[src/rtl/word_asm_pkg.sv]
// Shared definitions for the serial word assembler.
//   WORD_W      : default word width (the consuming stage takes 16-bit words)
//   CNT_W       : bit-counter width for the default word width
//   DATA_RST    : value o_data takes in reset
//   cnt_width() : counter width for an arbitrary word width
package word_asm_pkg;

    localparam int WORD_W = 16;

    function automatic int cnt_width(input int width);
        return $clog2(width);
    endfunction

    localparam int CNT_W = cnt_width(WORD_W);

    localparam logic [WORD_W-1:0] DATA_RST = '0;

endpackage

[src/rtl/word_hold_reg.sv]
// Valid/ready holding register for assembled words.
// A load always wins: loading while the current word is being consumed
// replaces it and keeps valid high. data is written only on load.
//   clk, rst_n : clock, async active-low reset
//   load       : capture load_data this cycle
//   load_data  : word to capture
//   ready      : downstream consumes data when valid is high
//   data       : held word
//   valid      : data holds an unconsumed word
module word_hold_reg
    import word_asm_pkg::*;
#(
    parameter int               WIDTH   = WORD_W,
    parameter logic [WIDTH-1:0] RST_VAL = '0
) (
    input  logic             clk,
    input  logic             rst_n,
    input  logic             load,
    input  logic [WIDTH-1:0] load_data,
    input  logic             ready,
    output logic [WIDTH-1:0] data,
    output logic             valid
);

    always_ff @(posedge clk or negedge rst_n) begin
        if (!rst_n) begin
            data  <= RST_VAL;
            valid <= 1'b0;
        end else if (load) begin
            data  <= load_data;
            valid <= 1'b1;
        end else if (valid && ready) begin
            valid <= 1'b0;
        end
    end

endmodule

[src/rtl/serial_word_assembler.sv]
// Collects an MSB-first serial bit stream into WIDTH-bit words and presents
// each completed word through a valid/ready holding register.
//   i_clk, i_rst_n : clock, async active-low reset
//   i_bit          : serial data bit
//   i_bit_valid    : i_bit valid this cycle
//   i_sof          : accepted bit is the first bit of a word
//   o_bit_ready    : a bit is accepted this cycle
//   o_data         : assembled word, MSB = first bit received
//   o_valid        : o_data holds an unconsumed word
//   i_ready        : downstream consumes o_data when o_valid is high
//   o_frame_err    : one-cycle pulse when a partial word is dropped by i_sof
module serial_word_assembler
    import word_asm_pkg::*;
#(
    parameter int WIDTH = WORD_W
) (
    input  logic             i_clk,
    input  logic             i_rst_n,
    input  logic             i_bit,
    input  logic             i_bit_valid,
    input  logic             i_sof,
    output logic             o_bit_ready,
    output logic [WIDTH-1:0] o_data,
    output logic             o_valid,
    input  logic             i_ready,
    output logic             o_frame_err
);

    localparam int             CW   = cnt_width(WIDTH);
    localparam int             SR_W = WIDTH - 1;
    localparam logic [CW-1:0]  LAST = CW'(WIDTH - 1);

    logic [SR_W-1:0] sr;
    logic [CW-1:0]   cnt;
    logic            acc;
    logic            at_last;
    logic            word_done;

    assign at_last = (cnt == LAST);

    // Stall only when this bit would complete a word that has nowhere to go.
    // An i_sof bit never completes a word, so it is never stalled.
    assign o_bit_ready = ~(at_last & ~i_sof & o_valid & ~i_ready);
    assign acc         = i_bit_valid & o_bit_ready;
    assign word_done   = acc & ~i_sof & at_last;

    always_ff @(posedge i_clk or negedge i_rst_n) begin
        if (!i_rst_n) begin
            sr          <= '0;
            cnt         <= '0;
            o_frame_err <= 1'b0;
        end else begin
            o_frame_err <= 1'b0;
            if (acc) begin
                if (i_sof) begin
                    sr          <= SR_W'(i_bit);
                    cnt         <= CW'(1);
                    o_frame_err <= (cnt != '0);
                end else if (at_last) begin
                    cnt <= '0;
                end else begin
                    sr  <= SR_W'({sr, i_bit});
                    cnt <= cnt + CW'(1);
                end
            end
        end
    end

    word_hold_reg #(
        .WIDTH   (WIDTH),
        .RST_VAL (WIDTH'(DATA_RST))
    ) u_hold (
        .clk       (i_clk),
        .rst_n     (i_rst_n),
        .load      (word_done),
        .load_data ({sr, i_bit}),
        .ready     (i_ready),
        .data      (o_data),
        .valid     (o_valid)
    );

endmodule

[config.mk]
export PLATFORM = sky130hd
export DESIGN_NAME = serial_word_assembler
export DESIGN_NICKNAME = d
export VERILOG_FILES = /design/src/rtl/word_asm_pkg.sv /design/src/rtl/word_hold_reg.sv /design/src/rtl/serial_word_assembler.sv
export SDC_FILE = /design/constraint.sdc
export NUM_CORES = 1
export LEC_CHECK = 0
export CORE_ASPECT_RATIO = 1.75
export CORE_MARGIN = 1
export CORE_UTILIZATION = 47
export DETAILED_ROUTE_END_ITERATION = 10
export HOLD_SLACK_MARGIN = 0.08
export PLACE_DENSITY = 0.71
export SLEW_MARGIN = 10
export SYNTH_ARGS = -nofsm -noshare
export SYNTH_HDL_FRONTEND = slang
export SYNTH_HIERARCHICAL = 1
export SYNTH_SLANG_ARGS = --single-unit
[constraint.sdc]
create_clock -name i_clk -period 1.75 [get_ports i_clk]
set_input_delay 0.2625 -clock i_clk [delete_from_list [all_inputs] [get_ports i_clk]]
set_output_delay 0.2625 -clock i_clk [all_outputs]
set_load 0.01 [all_outputs]
# ---- Word-level counts from Yosys, hierarchy flattened
# Index checks and enable logic that the tools add are counted.
dict set report totals {
  regBits 37
  inputBits 6
  out_inout_bits 19
  wordCells 29
}
dict set report classes {
  n_addsub 1
  eq_ne 2
  muxes 8
  bitwise 9
  reduce_logical 4
}
# cell n
set ops {}
lappend ops {{15-bit two-way mux} 2}
lappend ops {{4-bit two-way mux} 2}
lappend ops {{1-bit AND} 6}
lappend ops {{4-bit by 1-bit adder with 4-bit output, second input constant} 1}
lappend ops {{4-bit == test, second input constant} 1}
lappend ops {{1-bit two-way mux} 4}
lappend ops {{4-bit nonzero test} 1}
lappend ops {{1-bit inverter} 3}
lappend ops {{2-bit != test, second input constant} 1}
lappend ops {{2-bit AND reduction} 1}
lappend ops {{2-bit nonzero test} 1}
lappend ops {{1-bit logical AND} 1}

# ---- Depth between registers and ports, before layout
# Gate-level depths: netlist of the first run.
dict set report logic_depth {
  ltp_word 9
  ltp_mapped 7
  ltp_nobuf 5
}

# ---- Modules after synthesis
# The synthesis of the first run kept the hierarchy.
# module instances cells_per_inst area_each_um2
set modules_own_cells {}
lappend modules_own_cells {serial_word_assembler 1 63 883.3}
lappend modules_own_cells {word_hold_reg 1 37 683.2}

# ---- Worst setup path after synthesis of the first run
# Ideal clock, no wire load.
dict set report synth_path {
  path_kind {register to register}
  start {register cnt[0]}
  end {register u_hold.data[10]}
  setup_time_ps 125
  arrival_time_ps 1655
  required_ps 1625
  setup_slack_ps -30
  path_stages_with_launch 8
  period_less_slack_ps 1780
  path_cell_list {dfrtp_1 > ha_1 > nand4b_4 > o21ai_2 > nor2_1 > buf_6 > buf_12 > mux2_4}
}
dict set report synth_via {
  elab_chain_cells 8
}
# item line
set synth_rtl {}
lappend synth_rtl {{start: declaration} serial_word_assembler.sv:34} ;# logic [CW-1:0] cnt;
lappend synth_rtl {{start signal: assignment} serial_word_assembler.sv:63} ;# cnt <= cnt + CW'(1);
lappend synth_rtl {{4-bit == test (*)} serial_word_assembler.sv:39} ;# assign at_last = (cnt == LAST);
lappend synth_rtl {{1-bit AND (3 in series)} serial_word_assembler.sv:43} ;# assign o_bit_ready = ~(at_last & ~i_sof & o_valid & ~i_ready);
lappend synth_rtl {{1-bit inverter} serial_word_assembler.sv:43}
lappend synth_rtl {{1-bit AND} serial_word_assembler.sv:44} ;# assign acc = i_bit_valid & o_bit_ready;
lappend synth_rtl {{1-bit AND} serial_word_assembler.sv:45} ;# assign word_done = acc & ~i_sof & at_last;
lappend synth_rtl {{1-bit AND (*)} serial_word_assembler.sv:45}
lappend synth_rtl {{net word_done} serial_word_assembler.sv:37} ;# logic word_done;
lappend synth_rtl {{end signal: assignment} word_hold_reg.sv:30} ;# data <= load_data;
lappend synth_rtl {{end: declaration} word_hold_reg.sv:21} ;# output logic [WIDTH-1:0] data,
# Mark *: on every way through the listed nets, which the timed path passes. The rest lies on a longest branch.
# A chain may end at the register's enable or synchronous reset.

# ---- Worst setup path after layout of the first run
dict set report layout_path {
  start {register cnt[0]}
  end {output port o_bit_ready}
}
dict set report layout_via {
  elab_chain_cells 5
}
# item line
set layout_rtl {}
lappend layout_rtl {{4-bit == test} serial_word_assembler.sv:39}
lappend layout_rtl {{1-bit AND (3 in series)} serial_word_assembler.sv:43}
lappend layout_rtl {{1-bit inverter} serial_word_assembler.sv:43}
lappend layout_rtl {{end: declaration} serial_word_assembler.sv:22} ;# output logic o_bit_ready,
# Every way passes these cells.

==> results.sh, run 1 <==
export IMPL_outcome="finished, final reports clean"
export IMPL_n_fill_cell=254
export IMPL_final_period_utilization_pct=94.11
export IMPL_syn_area_sq_um=1567
export IMPL_die_area_sq_um=3577
export IMPL_final_max_slew_viol_count=0
export IMPL_dp_hpwl_microns=2005
export IMPL_cellPowerDensity_nw_per_um2=883.1
export IMPL_synth_top_family_by_area="multiplexers"
export IMPL_ys_ff_latch=37
export IMPL_first_pass_iters=3
export IMPL_clkSlewWorstSetupHoldPaths_ps=70
export IMPL_cap_violations=0
export IMPL_finalClockSkew_ps=4.873
export IMPL_yosys_area_top_type_share_pct=59.11
export IMPL_critPathKind="flip-flop to primary output"
export IMPL_final_core_util_pct=64.58
export IMPL_timing_setup_tns_ps=0
export IMPL_max_clock_freq_ghz=0.6072
export IMPL_cts_made_buffers=5
export IMPL_cp_required_ps=1490
export IMPL_diodes=0
export IMPL_ys_top_cells_by_area="dfrtp_1 (59%), mux2_4 (8.6%), a22o_2 (6.4%), mux2_2 (5.8%), a22o_1 (2.2%)"
export IMPL_initial_core_util_pct=49.33
export IMPL_yosysSeqAreaShare_pct=59.11
export IMPL_nets=151
export IMPL_ir_worst_vdd_v=0.0006288
export IMPL_clk_latency_ps=280
export IMPL_core_sq_um=3176
export IMPL_rsz0062_at_grt="no"
export IMPL_syn_avg_cell_area_sq_um=15.67
export IMPL_cts_tree="yes"
export IMPL_drt_initial_drc_count=14
export IMPL_viasPerCell=5.118
export IMPL_layout_cells_non_filler=187
export IMPL_relSlewSlack_pct=69.80
export IMPL_grt_max_degree=38
export IMPL_worstPathArrival_ps=1380
export IMPL_pre_cts_ws_ps=-160.5
export IMPL_drive_above_1_share_pct=41.67
export IMPL_finalSetupViolCount=0
export IMPL_grt_pass1_vias=1018
export IMPL_htreeDepth=2
export IMPL_area_growth_pct=30.91
export IMPL_yosys_area_share_adder_pct=1.597
export IMPL_grt_usage_pct=18.33
export IMPL_synth_fp_nets=108
export IMPL_critPathCaptureType="primary output"
export IMPL_drc=0
export IMPL_layout_common_cells="dfrtp_1 (37), clkdlybuf4s50_1 (23), buf_4 (15)"
export IMPL_hold_path_class="input pin to asynchronous set/reset pin"
export IMPL_fin_ws_ps=103.0
export IMPL_leakage_nw=1.001
export IMPL_cts_hold_buffers=0
export IMPL_place_inst=177
export IMPL_routed_wl_microns=2733
export IMPL_yosysWarnings=6
export IMPL_synth_cell_type_count=26
export IMPL_die_y_microns=78.37
export IMPL_yosys_area_top_type="dfrtp_1"
export IMPL_vias=957
export IMPL_cts_sinks=37
export IMPL_grt_first_pass_wirelength_microns=4671
export IMPL_synth_mux_area_share_pct=16.29
export IMPL_ios=25
export IMPL_setup_worst_path_start_class="flip-flop"
export IMPL_cp_max_fo=3
export IMPL_min_period_ps=1647
export IMPL_antenna_found_initial=0
export IMPL_gr_total_overflow=0
export IMPL_wl_per_cell_microns=14.61
export IMPL_num_rows=27
export IMPL_synth_xor_area_share_pct=0
export IMPL_root_buffer="clkbuf_8"
export IMPL_yosys_area_share_simple_pct=5.990
export IMPL_fp_dieW_microns=45.64
export IMPL_hold_viol_final=0
export IMPL_p_total_w=0.001811
export IMPL_clock_path_buffers=2
export IMPL_antenna_left=0
export IMPL_port_buffers=24
export IMPL_worst_pin_slew_ps=453.0
export IMPL_final_common_cell="dfrtp_1"
export IMPL_synth_compound_area_share_pct=12.62
export IMPL_synth_cells=100
export IMPL_gp_congestion=0.7926
-- synthesized netlist by cell type, drive strengths merged --
library cell	count
dfrtp	37
mux2	17
a22o	14
buf	4
inv	4
mux2i	3
nor2	3
ha	2
nand2	2
nand2b	2
a21o	1
a221o	1
a311oi	1
and2	1
and3	1
nand3	1
nand4b	1
nor2b	1
nor4	1
o21ai	1
o2bb2ai	1
or2	1
-- per-layer routing --
layer  global-route usage, %  up-vias  wire length, microns
li1                        -      446                     -
met1                   20.90      486                  1073
met2                   30.00       19                  1499
met3                   5.057        6                    99
met4                   9.091        0                    59
met5                       0        -                     0
-- report_power, final --
part           internal [W]  switching [W]
logic              0.000129       0.000121
clock network      0.000355       0.000276
registers          0.000893      0.0000361
total               0.00138       0.000433
-- registers in the layout, summed over array words and instances (netlist names) --
register / flops
cnt: 4
u_hold/data: 16
u_hold/valid: 1
sr: 15
o_frame_err: 1
-- critical path, cell delays in order, from the launching register on --
cell,delay [ps]
dfrtp_1,390
ha_4,170
nand4b_4,100
or2_2,300
buf_2,140
-- final timing paths --
| kind | start | endpoint | slack [ps] | depth (start not counted) |
|---|---|---|---|---|
| max in group asynchronous | i_rst_n | u_hold/data[0] | 1030 | 2 |
| min in group i_clk | u_hold/data[15] | u_hold/data[15] | 510 | 1 |
| min | i_rst_n | u_hold/data[8] | 390 | 2 |
| max | cnt[0] | o_bit_ready | 100 | 4 |
| max reg2reg | cnt[0] | u_hold/data[13] | 120 | 6 |
| min reg2reg | u_hold/data[15] | u_hold/data[15] | 510 | 1 |
-- stage by stage --
| stage | hold WS, ps | cell area (sq um) |
|---|---|---|
| after global placement | 491.8 | 1927 |
| after CTS | 406.7 | 2054 |
| after detailed placement | 489.6 | 1927 |
| after global routing | 450.5 | 2051 |
| after floorplan | -33.09 | 1569 |
| final | 391.3 | 2051 |
-- kinds of logic after synthesis --
group | count (synthesis)
muxes | 20
adders and majority gates | 2
and+or+nand+nor | 14
DFF | 37
AOI/OAI and AO/OA | 19
buffers and inverters | 8
-- area by class of cell --
type	count	area, sq um	share of cell area (%)
Clock buffer	7	96.34	4.698
Sequential cell	37	925.9	45.15
Inverter	4	15.01	0.7322
Multi-Input combinational cell	55	586.8	28.61
Tap cell	43	53.80	2.624
Timing Repair Buffer	40	367.9	17.94
Clock inverter	1	5.005	0.2441
-- timing repair --
action / CTS / global route
setup endpoints to repair: 1 / 11
gates resized for setup: 4 / 2
buffers inserted: 2 / 0
endpoints found under the hold margin: 0 / 0
pin swaps: 1 / 1
(Power assumes the default switching activity.)
==> inputs of run 2 (changes only) <==
CORE_UTILIZATION = 56   (was 47)
PLACE_DENSITY = 0.8   (was 0.71)
clock period = 1.98 ns   (was 1.75 ns; I/O delays follow)
==> run 2 against run 1 <==
Sequential cell count is the same. Setup slack gained 11 ps. Combinational power shrank 30%. Total power shrank 17%. Design area shrank 3.7%. Count of clock-buffer cells in the layout shrank 1. Largest power group unchanged. Highest routed layer unchanged.
==> results.sh, run 2 (synthesis gave the netlist of run 1 again) <==
export IMPL_port_buffers=24
export IMPL_antenna_left=0
export IMPL_grt_use_met3_pct=4.478
export IMPL_multi_input_area_sq_um=584.3
export IMPL_diodes=0
export IMPL_nets=146
export IMPL_path_cells="ha_4 > nand4b_4 > or2_2 > dlygate4sd2_1"
export IMPL_critPathCaptureType="primary output"
export IMPL_outcome="finished, final reports clean"
export IMPL_grt_pass1_vias=991
export IMPL_finalSetupViolCount=0
export IMPL_finalClockSkew_ps=7.820
export IMPL_dp_hpwl_microns=1900
export IMPL_cp_max_fo=3
export IMPL_cellPowerDensity_nw_per_um2=764.0
export IMPL_final_common_cell="dfrtp_1"
export IMPL_cts_tree="yes"
export IMPL_max_clock_freq_ghz=0.5360
export IMPL_cts_made_buffers=5
export IMPL_routed_wl_microns=2717
export IMPL_regMostFlops="u_hold/data"
export IMPL_n_fill_cell=193
export IMPL_cts_sinks=37
export IMPL_slowest_delay_ps=400
export IMPL_clock_path_buffers=2
export IMPL_relSlewSlack_pct=69.54
export IMPL_viasPerCell=5.753
export IMPL_cap_violations=0
export IMPL_min_period_ps=1866
export IMPL_grt_max_degree=38
export IMPL_reg_top3="u_hold/data: 16 flops, sr: 15 flops, cnt: 4 flops"
export IMPL_grt_usage_pct=20.58
export IMPL_whs_ps=438.4
export IMPL_drive_above_1_share_pct=37.41
export IMPL_hold_path_class="input pin to asynchronous set/reset pin"
export IMPL_num_rows=25
export IMPL_die_area_sq_um=3021
export IMPL_htreeDepth=2
export IMPL_met1_usage_pct=25.73
export IMPL_layout_common_cells="dfrtp_1 (37), clkdlybuf4s50_1 (23), a22o_2 (10), buf_4 (10), mux2_4 (9)"
export IMPL_worst_pin_slew_ps=456.8
export IMPL_stdcell_area_sq_um=1976
export IMPL_final_period_utilization_pct=94.23
export IMPL_final_max_slew_viol_count=0
export IMPL_ios=25
export IMPL_crit_slowest_cell="dfrtp_1"
export IMPL_grt_use_met2_pct=35.42
export IMPL_busiest_layer="met2"
export IMPL_drc=0
export IMPL_grt_first_pass_wirelength_microns=4733
export IMPL_largest_register_ffs=16
export IMPL_ir_worst_vdd_v=0.0005479
export IMPL_root_buffer="clkbuf_8"
export IMPL_core_sq_um=2690
export IMPL_antenna_found_initial=0
export IMPL_rsz0062_at_grt="no"
export IMPL_postPlaceCellArea_sq_um=1867
export IMPL_hold_viol_final=0
export IMPL_die_y_microns=71.97
export IMPL_clk_latency_ps=280
export IMPL_critPathKind="flip-flop to primary output"
export IMPL_gp_congestion=0.7292
export IMPL_cp_required_ps=1680
export IMPL_leakage_nw=0.9626
export IMPL_first_pass_iters=4
export IMPL_setup_worst_path_start_class="flip-flop"
export IMPL_regArea_sq_um=925.9
export IMPL_gr_total_overflow=0
export IMPL_initial_core_util_pct=58.23
export IMPL_drt_initial_drc_count=17
export IMPL_clkSlewWorstSetupHoldPaths_ps=70
export IMPL_fp_dieW_microns=41.98
export IMPL_area_growth_pct=26.12
export IMPL_vias=955
export IMPL_worstPathArrival_ps=1570
export IMPL_wl_per_cell_microns=16.37
export IMPL_timing_setup_tns_ps=0
[run 2: where the power goes]
part           total [W]  internal (W)  switching [W]
Sequential      0.000841      0.000789      0.0000518
Clock           0.000493      0.000244       0.000249
Combinational   0.000176     0.0000914      0.0000843
Total            0.00151       0.00112       0.000385
[run 2: final cells by class]
type / instances / area share, %
well taps: 27 / 1.710
multi-input cells: 55 / 29.58
repair buffers: 35 / 16.91
clock buffers: 6 / 3.673
inverters: 4 / 0.7600
flip-flops and latches: 37 / 46.87
clock inverters: 2 / 0.5067
[run 2: what timing repair did]
action                     in CTS  in global routing
setup endpoints to repair       1                  0
resized for setup               3                  0
hold buffers                    0                  0
setup buffers                   2                  0
[run 2: final timing paths]
kind / cells past startpoint / slack, ps / to / startpoint
worst max-delay path: 4 / 110 / o_bit_ready / cnt[0]
worst min-delay path: 2 / 440 / sr[9] / i_rst_n
worst max register to register: 7 / 200 / u_hold/data[13] / cnt[1]
worst min register to register: 1 / 510 / u_hold/data[6] / u_hold/data[6]
max in group asynchronous: 2 / 1210 / sr[3] / i_rst_n
min in group i_clk: 1 / 510 / u_hold/data[6] / u_hold/data[6]
[run 2: metrics by stage]
| stage | setup WS [ps] | utilization [%] | power (W) | std cells |
|---|---|---|---|---|
| global route | 37.06 | 73.44 | 0.001577 | 166 |
| CTS | 105.2 | 73.44 | 0.001525 | 166 |
| detailed placement | -37.81 | 69.40 | 0.001008 | 156 |
| global placement | 1.808 | 69.40 | 0.0009940 | 156 |
| floorplan | 200.0 | - | 0.0009364 | 100 |
| finish | 114.2 | 73.44 | 0.001509 | 166 |
[run 2: routing by layer]
metal,share of wire [%],routed length (microns),vias up
li1,-,-,436
met1,41,1121,502
met2,56,1523,15
met3,1.8,49,2
met4,0.85,23,0
met5,0,0,-
[run 2: critical path: cells and delay by family (launching register included)]
| family | cells | cell delay (ps) |
|---|---|---|
| simple gates | 2 | 410 |
| flops | 1 | 400 |
| buf+inv | 1 | 280 |
| fa+ha+maj | 1 | 200 |
